<file path="config.mk">
export PLATFORM = sky130hd
export DESIGN_NAME = wb_fifo_sram_writer_flat
export DESIGN_NICKNAME = d
export VERILOG_FILES = /design/src/rtl/wb_fifo_sram_writer_if.sv /design/src/rtl/wb_fifo_sram_writer.sv /design/src/flat_wrapper.sv
export SDC_FILE = /design/constraint.sdc
export NUM_CORES = 1
export LEC_CHECK = 0
export ABC_AREA = 1
export CAP_MARGIN = 5
export CELL_PAD_IN_SITES_DETAIL_PLACEMENT = 0
export CELL_PAD_IN_SITES_GLOBAL_PLACEMENT = 2
export CORE_MARGIN = 10
export CORE_UTILIZATION = 44
export CTS_CLUSTER_SIZE = 25
export DETAILED_ROUTE_END_ITERATION = 16
export MAX_ROUTING_LAYER = met4
export PLACE_DENSITY = 0.82
export SLEW_MARGIN = 0
export SYNTH_ARGS = -nofsm -noshare
export SYNTH_HDL_FRONTEND = slang
export SYNTH_SLANG_ARGS = --single-unit
export TNS_END_PERCENT = 50
</file>
<file path="constraint.sdc">
create_clock -name clock -period 3.7 [get_ports clock]
set_input_delay 0.925 -clock clock [delete_from_list [all_inputs] [get_ports clock]]
set_output_delay 0.925 -clock clock [all_outputs]
set_load 0.02 [all_outputs]
</file>
<file path="src/rtl/wb_fifo_sram_writer_if.sv">
// Bundle of the writeback-FIFO handshakes: producer push port, base-address
// load, SRAM write port with request/grant, flush/done handshake, occupancy.
//
// Handshake rules:
//   push   : an entry transfers on a rising edge where push_valid && push_ready.
//            push_ready does not depend on push_valid.
//   sram   : sram_req is high while entries are buffered; a pop happens on an
//            edge where sram_req && sram_gnt, and the write shows up as a
//            one-cycle sram_wr_en strobe in the following cycle.
//   flush  : flush_req is a one-cycle pulse. flush_done is a one-cycle pulse
//            once every buffered entry has been written.
//
// dbg_state exposes the flush state machine encoding for checkers.

`ifndef FIFO_DEPTH
`define FIFO_DEPTH 32
`endif
`ifndef SRAM_ADDR_SIZE
`define SRAM_ADDR_SIZE 10
`endif
`ifndef SA_OUTPUT_WIDTH
`define SA_OUTPUT_WIDTH 13
`endif
`ifndef SA_WB_WIDTH
`define SA_WB_WIDTH 16
`endif

interface wb_fifo_sram_writer_if #(
  parameter int DEPTH  = `FIFO_DEPTH,
  parameter int ADDR_W = `SRAM_ADDR_SIZE,
  parameter int DATA_W = `SA_OUTPUT_WIDTH,
  parameter int WB_W   = `SA_WB_WIDTH
);
  localparam int CNT_W = $clog2(DEPTH) + 1;

  logic                     push_valid;
  logic [ADDR_W+DATA_W-1:0] push_entry;
  logic                     push_ready;
  logic                     base_wr_en;
  logic [ADDR_W-1:0]        base_addr;
  logic                     sram_req;
  logic                     sram_gnt;
  logic                     sram_wr_en;
  logic [ADDR_W-1:0]        sram_wr_addr;
  logic [WB_W-1:0]          sram_wr_data;
  logic                     flush_req;
  logic                     flush_done;
  logic [CNT_W-1:0]         count;
  logic [1:0]               dbg_state;

  // The writer block itself.
  modport slave (
    input  push_valid, push_entry, base_wr_en, base_addr, sram_gnt, flush_req,
    output push_ready, sram_req, sram_wr_en, sram_wr_addr, sram_wr_data,
           flush_done, count, dbg_state
  );

  // Producer / controller / SRAM arbiter side.
  modport master (
    output push_valid, push_entry, base_wr_en, base_addr, sram_gnt, flush_req,
    input  push_ready, sram_req, sram_wr_en, sram_wr_addr, sram_wr_data,
           flush_done, count, dbg_state
  );
endinterface

</file>
<file path="src/rtl/wb_fifo_sram_writer.sv">
// Writeback FIFO drain into the output SRAM write port.
// Entries {addr, data} from the systolic-array writeback stage are buffered in
// a circular buffer and written out one per granted cycle at base + addr
// (wrapping), with the data widened to the SRAM word width.
// A flush pulse starts a drain; flush_done pulses once the buffer is empty and
// the last write strobe has retired.
//
// Optional build macro WB_RELU_EN: negative entry data is written as 0 and
// non-negative data is zero-extended. Without it data is sign-extended.

`ifndef FIFO_DEPTH
`define FIFO_DEPTH 32
`endif
`ifndef SRAM_ADDR_SIZE
`define SRAM_ADDR_SIZE 10
`endif
`ifndef SA_OUTPUT_WIDTH
`define SA_OUTPUT_WIDTH 13
`endif
`ifndef SA_WB_WIDTH
`define SA_WB_WIDTH 16
`endif

module wb_fifo_sram_writer #(
  parameter int DEPTH  = `FIFO_DEPTH,
  parameter int ADDR_W = `SRAM_ADDR_SIZE,
  parameter int DATA_W = `SA_OUTPUT_WIDTH,
  parameter int WB_W   = `SA_WB_WIDTH
) (
  input logic                    clock,
  input logic                    reset,
  wb_fifo_sram_writer_if.slave   bus
);

  localparam int PTR_W = $clog2(DEPTH);
  localparam int CNT_W = PTR_W + 1;
  localparam int ENT_W = ADDR_W + DATA_W;
  localparam logic [CNT_W-1:0] FULL_CNT = CNT_W'(DEPTH);

  typedef enum logic [1:0] {
    S_IDLE  = 2'd0,
    S_FLUSH = 2'd1,
    S_DONE  = 2'd2
  } state_t;

  // Storage and bookkeeping
  logic [ENT_W-1:0]  r_mem [DEPTH];
  logic [PTR_W-1:0]  r_wr_ptr;
  logic [PTR_W-1:0]  r_rd_ptr;
  logic [CNT_W-1:0]  r_count;
  logic [ADDR_W-1:0] r_base;

  // SRAM write port registers
  logic              r_wr_en;
  logic [ADDR_W-1:0] r_wr_addr;
  logic [WB_W-1:0]   r_wr_data;

  // Flush state machine
  state_t r_state;
  state_t w_state_nxt;
  logic   w_flush_done;

  logic              w_push_ready;
  logic              w_sram_req;
  logic              w_push;
  logic              w_pop;
  logic [ENT_W-1:0]  w_head;
  logic [ADDR_W-1:0] w_head_addr;
  logic [DATA_W-1:0] w_head_data;
  logic [ADDR_W-1:0] w_wr_addr_nxt;
  logic [WB_W-1:0]   w_wr_data_nxt;

  // Both flags come straight from the registered count, so a push into an
  // empty buffer cannot be popped in the same cycle and a full buffer never
  // takes a push even if a pop happens that cycle.
  assign w_push_ready = (r_count != FULL_CNT);
  assign w_sram_req   = (r_count != '0);
  assign w_push       = bus.push_valid && w_push_ready;
  assign w_pop        = w_sram_req && bus.sram_gnt;

  assign w_head      = r_mem[r_rd_ptr];
  assign w_head_addr = w_head[ENT_W-1:DATA_W];
  assign w_head_data = w_head[DATA_W-1:0];

  // Address offset wraps inside the SRAM address space (carry dropped).
  assign w_wr_addr_nxt = r_base + w_head_addr;

`ifdef WB_RELU_EN
  assign w_wr_data_nxt = w_head_data[DATA_W-1] ? '0
                       : {{(WB_W-DATA_W){1'b0}}, w_head_data};
`else
  assign w_wr_data_nxt = {{(WB_W-DATA_W){w_head_data[DATA_W-1]}}, w_head_data};
`endif

  // Entry storage; contents need no reset since the count gates every read.
  always_ff @(posedge clock) begin
    if (w_push) begin
      r_mem[r_wr_ptr] <= bus.push_entry;
    end
  end

  // Pointer and occupancy update; pointers wrap naturally at DEPTH.
  always_ff @(posedge clock or posedge reset) begin
    if (reset) begin
      r_wr_ptr <= '0;
      r_rd_ptr <= '0;
      r_count  <= '0;
    end else begin
      if (w_push) begin
        r_wr_ptr <= r_wr_ptr + PTR_W'(1);
      end
      if (w_pop) begin
        r_rd_ptr <= r_rd_ptr + PTR_W'(1);
      end
      case ({w_push, w_pop})
        2'b10:   r_count <= r_count + CNT_W'(1);
        2'b01:   r_count <= r_count - CNT_W'(1);
        default: r_count <= r_count;
      endcase
    end
  end

  // Base output address; a pop on the same edge still sees the old value.
  always_ff @(posedge clock or posedge reset) begin
    if (reset) begin
      r_base <= '0;
    end else if (bus.base_wr_en) begin
      r_base <= bus.base_addr;
    end
  end

  // Registered SRAM write port: strobe for one cycle per pop, addr/data hold.
  always_ff @(posedge clock or posedge reset) begin
    if (reset) begin
      r_wr_en   <= 1'b0;
      r_wr_addr <= '0;
      r_wr_data <= '0;
    end else begin
      r_wr_en <= w_pop;
      if (w_pop) begin
        r_wr_addr <= w_wr_addr_nxt;
        r_wr_data <= w_wr_data_nxt;
      end
    end
  end

  // Flush state register.
  always_ff @(posedge clock or posedge reset) begin
    if (reset) begin
      r_state <= S_IDLE;
    end else begin
      r_state <= w_state_nxt;
    end
  end

  // Flush next-state and done pulse. The drain is complete only once the
  // buffer is empty and the final write strobe has left the port.
  always_comb begin
    w_state_nxt  = r_state;
    w_flush_done = 1'b0;
    case (r_state)
      S_IDLE: begin
        if (bus.flush_req) begin
          w_state_nxt = S_FLUSH;
        end
      end
      S_FLUSH: begin
        if ((r_count == '0) && !r_wr_en) begin
          w_state_nxt = S_DONE;
        end
      end
      S_DONE: begin
        w_flush_done = 1'b1;
        w_state_nxt  = S_IDLE;
      end
      default: begin
        w_state_nxt = S_IDLE;
      end
    endcase
  end

  assign bus.push_ready   = w_push_ready;
  assign bus.sram_req     = w_sram_req;
  assign bus.sram_wr_en   = r_wr_en;
  assign bus.sram_wr_addr = r_wr_addr;
  assign bus.sram_wr_data = r_wr_data;
  assign bus.flush_done   = w_flush_done;
  assign bus.count        = r_count;
  assign bus.dbg_state    = r_state;

endmodule

</file>
<file path="src/flat_wrapper.sv">
// flat-port wrapper written by rule: the top's interface ports become plain ports
module wb_fifo_sram_writer_flat 
#(
  parameter int DEPTH  = `FIFO_DEPTH,
  parameter int ADDR_W = `SRAM_ADDR_SIZE,
  parameter int DATA_W = `SA_OUTPUT_WIDTH,
  parameter int WB_W   = `SA_WB_WIDTH
)
  (clock, reset, bus_push_valid, bus_push_entry, bus_base_wr_en, bus_base_addr, bus_sram_gnt, bus_flush_req, bus_push_ready, bus_sram_req, bus_sram_wr_en, bus_sram_wr_addr, bus_sram_wr_data, bus_flush_done, bus_count, bus_dbg_state);
  wb_fifo_sram_writer_if #(.DEPTH(DEPTH), .ADDR_W(ADDR_W), .DATA_W(DATA_W), .WB_W(WB_W)) bus_i ();
  input logic clock;
  input logic reset;
  input wire logic [$bits(bus_i.push_valid)-1:0] bus_push_valid;
  input wire logic [$bits(bus_i.push_entry)-1:0] bus_push_entry;
  input wire logic [$bits(bus_i.base_wr_en)-1:0] bus_base_wr_en;
  input wire logic [$bits(bus_i.base_addr)-1:0] bus_base_addr;
  input wire logic [$bits(bus_i.sram_gnt)-1:0] bus_sram_gnt;
  input wire logic [$bits(bus_i.flush_req)-1:0] bus_flush_req;
  output wire logic [$bits(bus_i.push_ready)-1:0] bus_push_ready;
  output wire logic [$bits(bus_i.sram_req)-1:0] bus_sram_req;
  output wire logic [$bits(bus_i.sram_wr_en)-1:0] bus_sram_wr_en;
  output wire logic [$bits(bus_i.sram_wr_addr)-1:0] bus_sram_wr_addr;
  output wire logic [$bits(bus_i.sram_wr_data)-1:0] bus_sram_wr_data;
  output wire logic [$bits(bus_i.flush_done)-1:0] bus_flush_done;
  output wire logic [$bits(bus_i.count)-1:0] bus_count;
  output wire logic [$bits(bus_i.dbg_state)-1:0] bus_dbg_state;
  assign bus_i.push_valid = bus_push_valid;
  assign bus_i.push_entry = bus_push_entry;
  assign bus_i.base_wr_en = bus_base_wr_en;
  assign bus_i.base_addr = bus_base_addr;
  assign bus_i.sram_gnt = bus_sram_gnt;
  assign bus_i.flush_req = bus_flush_req;
  assign bus_push_ready = bus_i.push_ready;
  assign bus_sram_req = bus_i.sram_req;
  assign bus_sram_wr_en = bus_i.sram_wr_en;
  assign bus_sram_wr_addr = bus_i.sram_wr_addr;
  assign bus_sram_wr_data = bus_i.sram_wr_data;
  assign bus_flush_done = bus_i.flush_done;
  assign bus_count = bus_i.count;
  assign bus_dbg_state = bus_i.dbg_state;
  wb_fifo_sram_writer #(.DEPTH(DEPTH), .ADDR_W(ADDR_W), .DATA_W(DATA_W), .WB_W(WB_W)) u_core (.clock(clock), .reset(reset), .bus(bus_i));
endmodule
</file>
==> results.ini, run 1 <==
[run_status]
status = finished, final reports clean

[setup_path]
start_kind = register
crit_buf_inv = 4
crit_fanout = 16
required_ns = 4.24
path_common_cell = nand3_1
r2r_slack_ns = 0.32
cpLargestDelayFamily = buffers and inverters
worstPathCellList = clkinv_1, buf_4, buf_4, o221ai_1, nand3_1, nand3_1, o21ai_1, inv_1, ha_1, nand2_1, nor2_1, nand3_1, nand4_1, nand3b_1, nand3_1, nand2_1
cp.arrival_ns = 3.92
r2r_start = u_core.r_rd_ptr[2]
cpPeakStageDelay_ns = 0.57
end_kind = register
cp_slowest_cell = clkinv_1
worstRegToRegCells = 16
r2r_end = u_core.bus.sram_wr_addr[9]
setup.worst_path.class = reg2reg

[logic_synthesis]
synth-simple-area-share_pct = 10.05
synth_commonest_cells = edfxtp_1, nor2_1, o21ai_0
synth-xor-area-share_pct = 0.3900
synth_fa_ha_area_share_pct = 0.8834
synth.top_cell.area_share_pct = 70.29
synth_top_family_by_area = compound AO/OA/AOI/OAI gates
netlist_area_um2 = 31440
yosys.area.top_type = edfxtp_1
synth_ff_type = edfxtp_1
async_flop_share_pct = 6.599
synthMuxAreaShare_pct = 0.3223
ys_types = 41
synth.most_common_cell = edfxtp_1
netlist_instances = 2397
synthesis.nets = 2457
ys_top_cells_by_area = edfxtp_1, o21ai_0, nor2_1
ys_ff_latch = 788
yosysWarnings = 0
syn_avg_cell_area_um2 = 13.12
synth_compound_area_share_pct = 10.66
yosysSeqAreaShare_pct = 74.43
synth_edf_count = 736

[finish]
drive_gt1_share_pct = 11.76
final_nets = 2589
multi_input_area_um2 = 7256
synthToLayoutAreaGrowth_pct = 16.71
nFillCells = 5932
regArea_um2 = 23410

[clock_network]
h-tree-depth = 3
clock-root-buffer = clkbuf_16
clk_pin_slew_worst_paths_ns = 0.07
postCtsHoldBufs = 0
cts_setup_buffers = 0
numCtsBuffers = 81
cts_max_path_buffers = 3
insertion_delay_ns = 0.64
postCtsResizedCells = 0
cts_num_sinks = 788
cts_tree = done

[drt]
drt_iter0_markers = 2603
ant_nets = 0
via_per_inst = 5.743
drc_errors = 0
vias = 20300
firstDrtPassIters = 6
wirelength_um = 89550
wire_per_inst_um = 25.33

[floorplanning]
die-area_um2 = 82550
pin_count = 77
fp.coreArea_um2 = 70390
num_rows = 97
die_h_um = 287.3
fp.dieW_um = 287.3
start_util_pct = 44.67

[grt]
grt_pass1_wl_um = 131800
grt_max_degree = 100
grt_overflow = 0
antenna_found_initial = 1
grt_pass1_vias = 19770
track_usage_pct = 22.12

[timing]
fmax_mhz = 295.8
slew_violations = 0
skew_ns = 0.01563
setup_viol = 0
final-hold-violation-count = 0
fin_crit_sh_pct = 91.36
min_period_ns = 3.380
fin_tns_setup_ns = 0
slew_headroom_pct = 31.04
tightest_slew_ns = 1.034
rsz0062_at_grt = no
finalWorstSetupSlack_ns = 0.3197

[place]
gp_congestion = 0.8669
post-place-ws_ns = 0.3359
hpwl_um = 52400
port_buffers = 76

[min_path]
hp-class = reg2reg
holdCritStartpoint = u_core.bus.dbg_state[1]
hold_end = u_core.bus.dbg_state[1]
holdPathStages = 1

[power]
p_leak_uw = 0.01222
ir_drop_mv = 0.4778
clkPwrFrac_pct = 28.2
seqPwrFrac_pct = 36.9
power.internal_uw = 18480
p_per_area_nw_per_um2 = 802.5
switching_share_pct = 37.24
power_frac_comb_pct = 34.9
p_switching_uw = 10970

[job]
cap_violations = 0

==> through the flow <==
step | hold WS [ns] | cells | util, % | cell area (um^2) | power (uW)
final | 0.4728 | 3535 | 52.13 | 36700 | 29450
after global routing | 0.4956 | 3535 | 52.13 | 36700 | 30940
after global placement | 0.4553 | 3386 | 48.31 | 34010 | 21160
after detailed placement | 0.4607 | 3386 | 48.31 | 34010 | 21300
after floorplan | 0.4874 | 2397 | - | 31440 | 17310
after CTS | 0.4704 | 3534 | 52.13 | 36690 | 29580
==> metal layers <==
| metal | part of all wire [%] | vias up | track usage [%] | wire, um |
|---|---|---|---|---|
| met5 | 0 | - | - | 0 |
| met4 | 3.8 | 0 | 8.221 | 3401 |
| met3 | 6.9 | 184 | 4.197 | 6153 |
| met2 | 47 | 774 | 33.86 | 42090 |
| met1 | 42 | 10210 | 29.14 | 37910 |
| li1 | - | 9136 | - | - |
==> cell type report <==
class / instances / area share [%]
clock buffer: 100 / 5.776
clock inverter: 48 / 1.551
inverter: 52 / 0.5592
tap: 940 / 3.205
sequential: 788 / 63.80
timing repair buffer: 207 / 5.333
antenna: 1 / 0.006819
multi-input combinational: 1399 / 19.77
==> worst max path at each step <==
stage	startpoint	endpoint	depth (start not counted)
2_1_floorplan	bus_push_valid	u_core.r_mem[3][0]	2
3_3_place_gp	u_core.r_rd_ptr[2]	u_core.bus.sram_wr_addr[9]	16
3_5_place_dp	u_core.r_rd_ptr[2]	u_core.bus.sram_wr_addr[9]	16
4_1_cts	u_core.r_rd_ptr[2]	u_core.bus.sram_wr_addr[9]	16
5_1_grt	u_core.r_rd_ptr[0]	u_core.bus.sram_wr_addr[7]	17
6_report	u_core.r_rd_ptr[2]	u_core.bus.sram_wr_addr[9]	16
==> layout by cell type (no fill, tap or decap), drive strengths merged <==
master	count
edfxtp	736
nor2	413
o21ai	377
nand2	216
buf	131
clkbuf	100
o22ai	98
nand3	98
clkdlybuf4s50	76
o221ai	60
inv	56
dfrtp	52
nand4	35
clkinv	30
o211ai	27
ha	19
a21oi	14
xor2	10
bufinv	10
mux2	9
or2	5
a31oi	4
xnor2	4
clkinvlp	4
nor3	3
fa	2
nor4	2
diode	1
a21o	1
nand3b	1
o21bai	1
==> kinds of logic (layout without fill, tap and decap cells) <==
family                   Yosys count  after routing
AO/OA/AOI/OAI                    582            582
XOR/XNOR                          14             14
adder cells (fa/ha/maj)           21             21
buffers and inverters            210            407
flip-flops                       788            788
multiplexers                       9              9
other                              0              1
AND/OR/NAND/NOR                  773            773
==> worst reg2reg max path: cells and delay by family (launching register included) <==
kind,cells,cell delay (ns)
flip-flops,1,0.54
adder cells (fa/ha/maj),1,0.31
AO/OA/AOI/OAI,2,0.20
buffers and inverters,4,1.37
AND/OR/NAND/NOR,9,0.86
==> sequential cells by signal (all words and copies together), names as in the netlist <==
register / cells
u_core.r_mem: 736
u_core.bus.sram_wr_data: 13
u_core.r_base: 10
u_core.bus.dbg_state: 2
u_core.r_wr_ptr: 5
u_core.r_rd_ptr: 5
u_core.bus.sram_wr_addr: 10
u_core.bus.sram_wr_en: 1
u_core.bus.count: 6
==> power groups by stage <==
stage | clock network, uW | logic, uW | registers, uW
floorplan | 0 | 6220 | 11100
finish | 8310 | 10300 | 10900
detailed placement | 0 | 10300 | 11000
global route | 8790 | 11200 | 10900
global placement | 0 | 10100 | 11000
CTS | 8420 | 10300 | 10900
Note: power is estimated with default switching activity, not from simulation.
==> run 2, diff against run 1 <==
- MAX_ROUTING_LAYER: met4 -> default
==> run 2 against run 1 <==
Against the previous run:
- sequential share of layout area about the same
- register-to-register slack better by 0.05 ns
- highest routed layer is now met5
- utilization is essentially flat
- setup slack better by 0.051 ns
- total power about the same
- sequential cell count stayed put
- non-clock buffer count unchanged
- design area about the same
- cell count is essentially flat
- count of clock-buffer cells in the layout unchanged
- combinational power hardly changed
==> results.ini, run 2 (synthesis gave the netlist of run 1 again) <==
[run_status]
status = finished, final reports clean

[timing]
fin_tns_setup_ns = 0  ; unchanged
tightest_slew_ns = 1.042  ; +0.007765 ns
slew_violations = 0  ; unchanged
min_period_ns = 3.330  ; -0.05073 ns
fmax_mhz = 300.3  ; +1.5%
rsz0062_at_grt = no
final-hold-violation-count = 0  ; unchanged
fin_crit_sh_pct = 89.99  ; -1.4 points
skew_ns = 0.01647  ; +0.0008473 ns
setup_viol = 0  ; unchanged
slew_headroom_pct = 30.52  ; -0.52 points

[setup_path]
end_kind = register
crit_fanout = 16  ; unchanged
cpLargestDelayFamily = buffers and inverters
cpPeakStageDelay_ns = 0.53  ; -0.04 ns
required_ns = 4.24  ; about the same
r2r_end = u_core.bus.sram_wr_addr[9]
crit_buf_inv = 4  ; unchanged
crit_start = u_core.r_rd_ptr[2]
r2r_slack_ns = 0.37  ; +0.05 ns
r2r_start = u_core.r_rd_ptr[2]
cp_slowest_cell = dfrtp_2
path_common_cell = nand3_1
worstPathCellList = clkinv_1, buf_4, buf_4, o221ai_1, nand3_1, nand3_1, o21ai_1, inv_1, ha_1, nand2_1, nor2_1, nand3_1, nand4_1, nand3b_1, nand3_1, nand2_1
cp.arrival_ns = 3.87  ; -0.05 ns
setup.worst_path.class = reg2reg
start_kind = register
worstRegToRegCells = 16  ; unchanged

[finish]
final_nets = 2589  ; unchanged
largest_reg_flops = 736  ; unchanged
layout_common_cells = edfxtp_1, nor2_1, o21ai_0, nand2_1, buf_4
diodes = 0  ; -1
final_common_cell = edfxtp_1
fin_cells = 3534  ; -0.028%
synthToLayoutAreaGrowth_pct = 16.71  ; about the same
regMostFlops = u_core.r_mem
drive_gt1_share_pct = 11.76  ; unchanged

[drt]
via_per_inst = 5.745  ; about the same
wire_per_inst_um = 25.38  ; +0.20%
firstDrtPassIters = 5  ; -1
drc_errors = 0  ; unchanged
ant_nets = 0  ; unchanged
drt_iter0_markers = 2506  ; -3.7%
wirelength_um = 89700  ; +0.17%
vias = 20300  ; unchanged

[min_path]
holdPathStages = 1  ; unchanged
hp-class = reg2reg
hold_end = u_core.bus.dbg_state[1]
holdCritStartpoint = u_core.bus.sram_wr_en

[floorplanning]
pin_count = 77  ; unchanged
fp.coreArea_um2 = 70390  ; unchanged
fp.dieW_um = 287.3  ; unchanged
start_util_pct = 44.67  ; unchanged
num_rows = 97  ; unchanged
die-area_um2 = 82550  ; unchanged
die_h_um = 287.3  ; unchanged

[place]
gp_congestion = 0.8534  ; -1.6%
post-place-cells = 3386  ; unchanged
port_buffers = 76  ; unchanged
hpwl_um = 52400  ; unchanged

[grt]
track_usage_pct = 21.48  ; -0.64 points
grt_overflow = 0  ; unchanged
grt_max_degree = 100  ; unchanged
grt_pass1_wl_um = 131900  ; about the same
grt_pass1_vias = 19830  ; +0.28%
antenna_found_initial = 1  ; unchanged

[clock_network]
clock-root-buffer = clkbuf_16
cts_tree = done
cts_setup_buffers = 0  ; unchanged
cts_max_path_buffers = 3  ; unchanged
numCtsBuffers = 81  ; unchanged
clk_pin_slew_worst_paths_ns = 0.07  ; about the same
h-tree-depth = 3  ; unchanged
cts_num_sinks = 788  ; unchanged
postCtsHoldBufs = 0  ; unchanged
postCtsResizedCells = 0  ; unchanged
insertion_delay_ns = 0.65  ; about the same

[job]
cap_violations = 0  ; unchanged

[power]
p_leak_uw = 0.01222  ; unchanged
p_per_area_nw_per_um2 = 802.9  ; about the same
ir_drop_mv = 0.4717  ; -1.3%

## run 2: through the flow
step | total power (uW) | setup WS (ns) | utilization [%] | hold WS [ns] | instance area, um^2
finish | 29460 | 0.3704 | 52.13 | 0.4729 | 36690
detailed placement | 21300 | 0.3359 | 48.31 | 0.4607 | 34010
floorplan | 17310 | 0.6398 | - | 0.4874 | 31440
global placement | 21160 | 0.3651 | 48.31 | 0.4553 | 34010
global route | 30940 | 0.08310 | 52.13 | 0.4957 | 36690
CTS | 29580 | 0.3154 | 52.13 | 0.4704 | 36690
## run 2: worst max-delay path by stage
| stage | end | slack, ns | cells past startpoint |
|---|---|---|---|
| after CTS | u_core.bus.sram_wr_addr[9] | 0.32 | 16 |
| final | u_core.bus.sram_wr_addr[9] | 0.37 | 16 |
| after global placement | u_core.bus.sram_wr_addr[9] | 0.37 | 16 |
| after global routing | u_core.bus.sram_wr_addr[7] | 0.08 | 17 |
| after floorplan | u_core.r_mem[3][0] | 0.64 | 2 |
| after detailed placement | u_core.bus.sram_wr_addr[9] | 0.34 | 16 |
## run 2: final cells by class
type,count,area [um^2]
well taps,940,1176
multi-input cells,1399,7256
flip-flops and latches,788,23410
inverters,52,205.2
fillers,5931,33700
clock buffers,100,2120
clock inverters,48,569.3
repair buffers,207,1957
## run 2: routing by layer
metal / part of all wire, % / GRT usage, % / vias up
li1: - / - / 9140
met1: 42 / 29.13 / 10270
met2: 47 / 33.85 / 727
met3: 6.8 / 4.236 / 165
met4: 3.7 / 8.182 / 2
met5: 0.014 / 0 / -
## run 2: where the power goes
part	switching, uW	leakage (uW)	total (uW)	internal (uW)
clock	3490	0.00130	8310	4820
sequential	375	0.00724	10900	10500
combinational	7120	0.00368	10300	3170
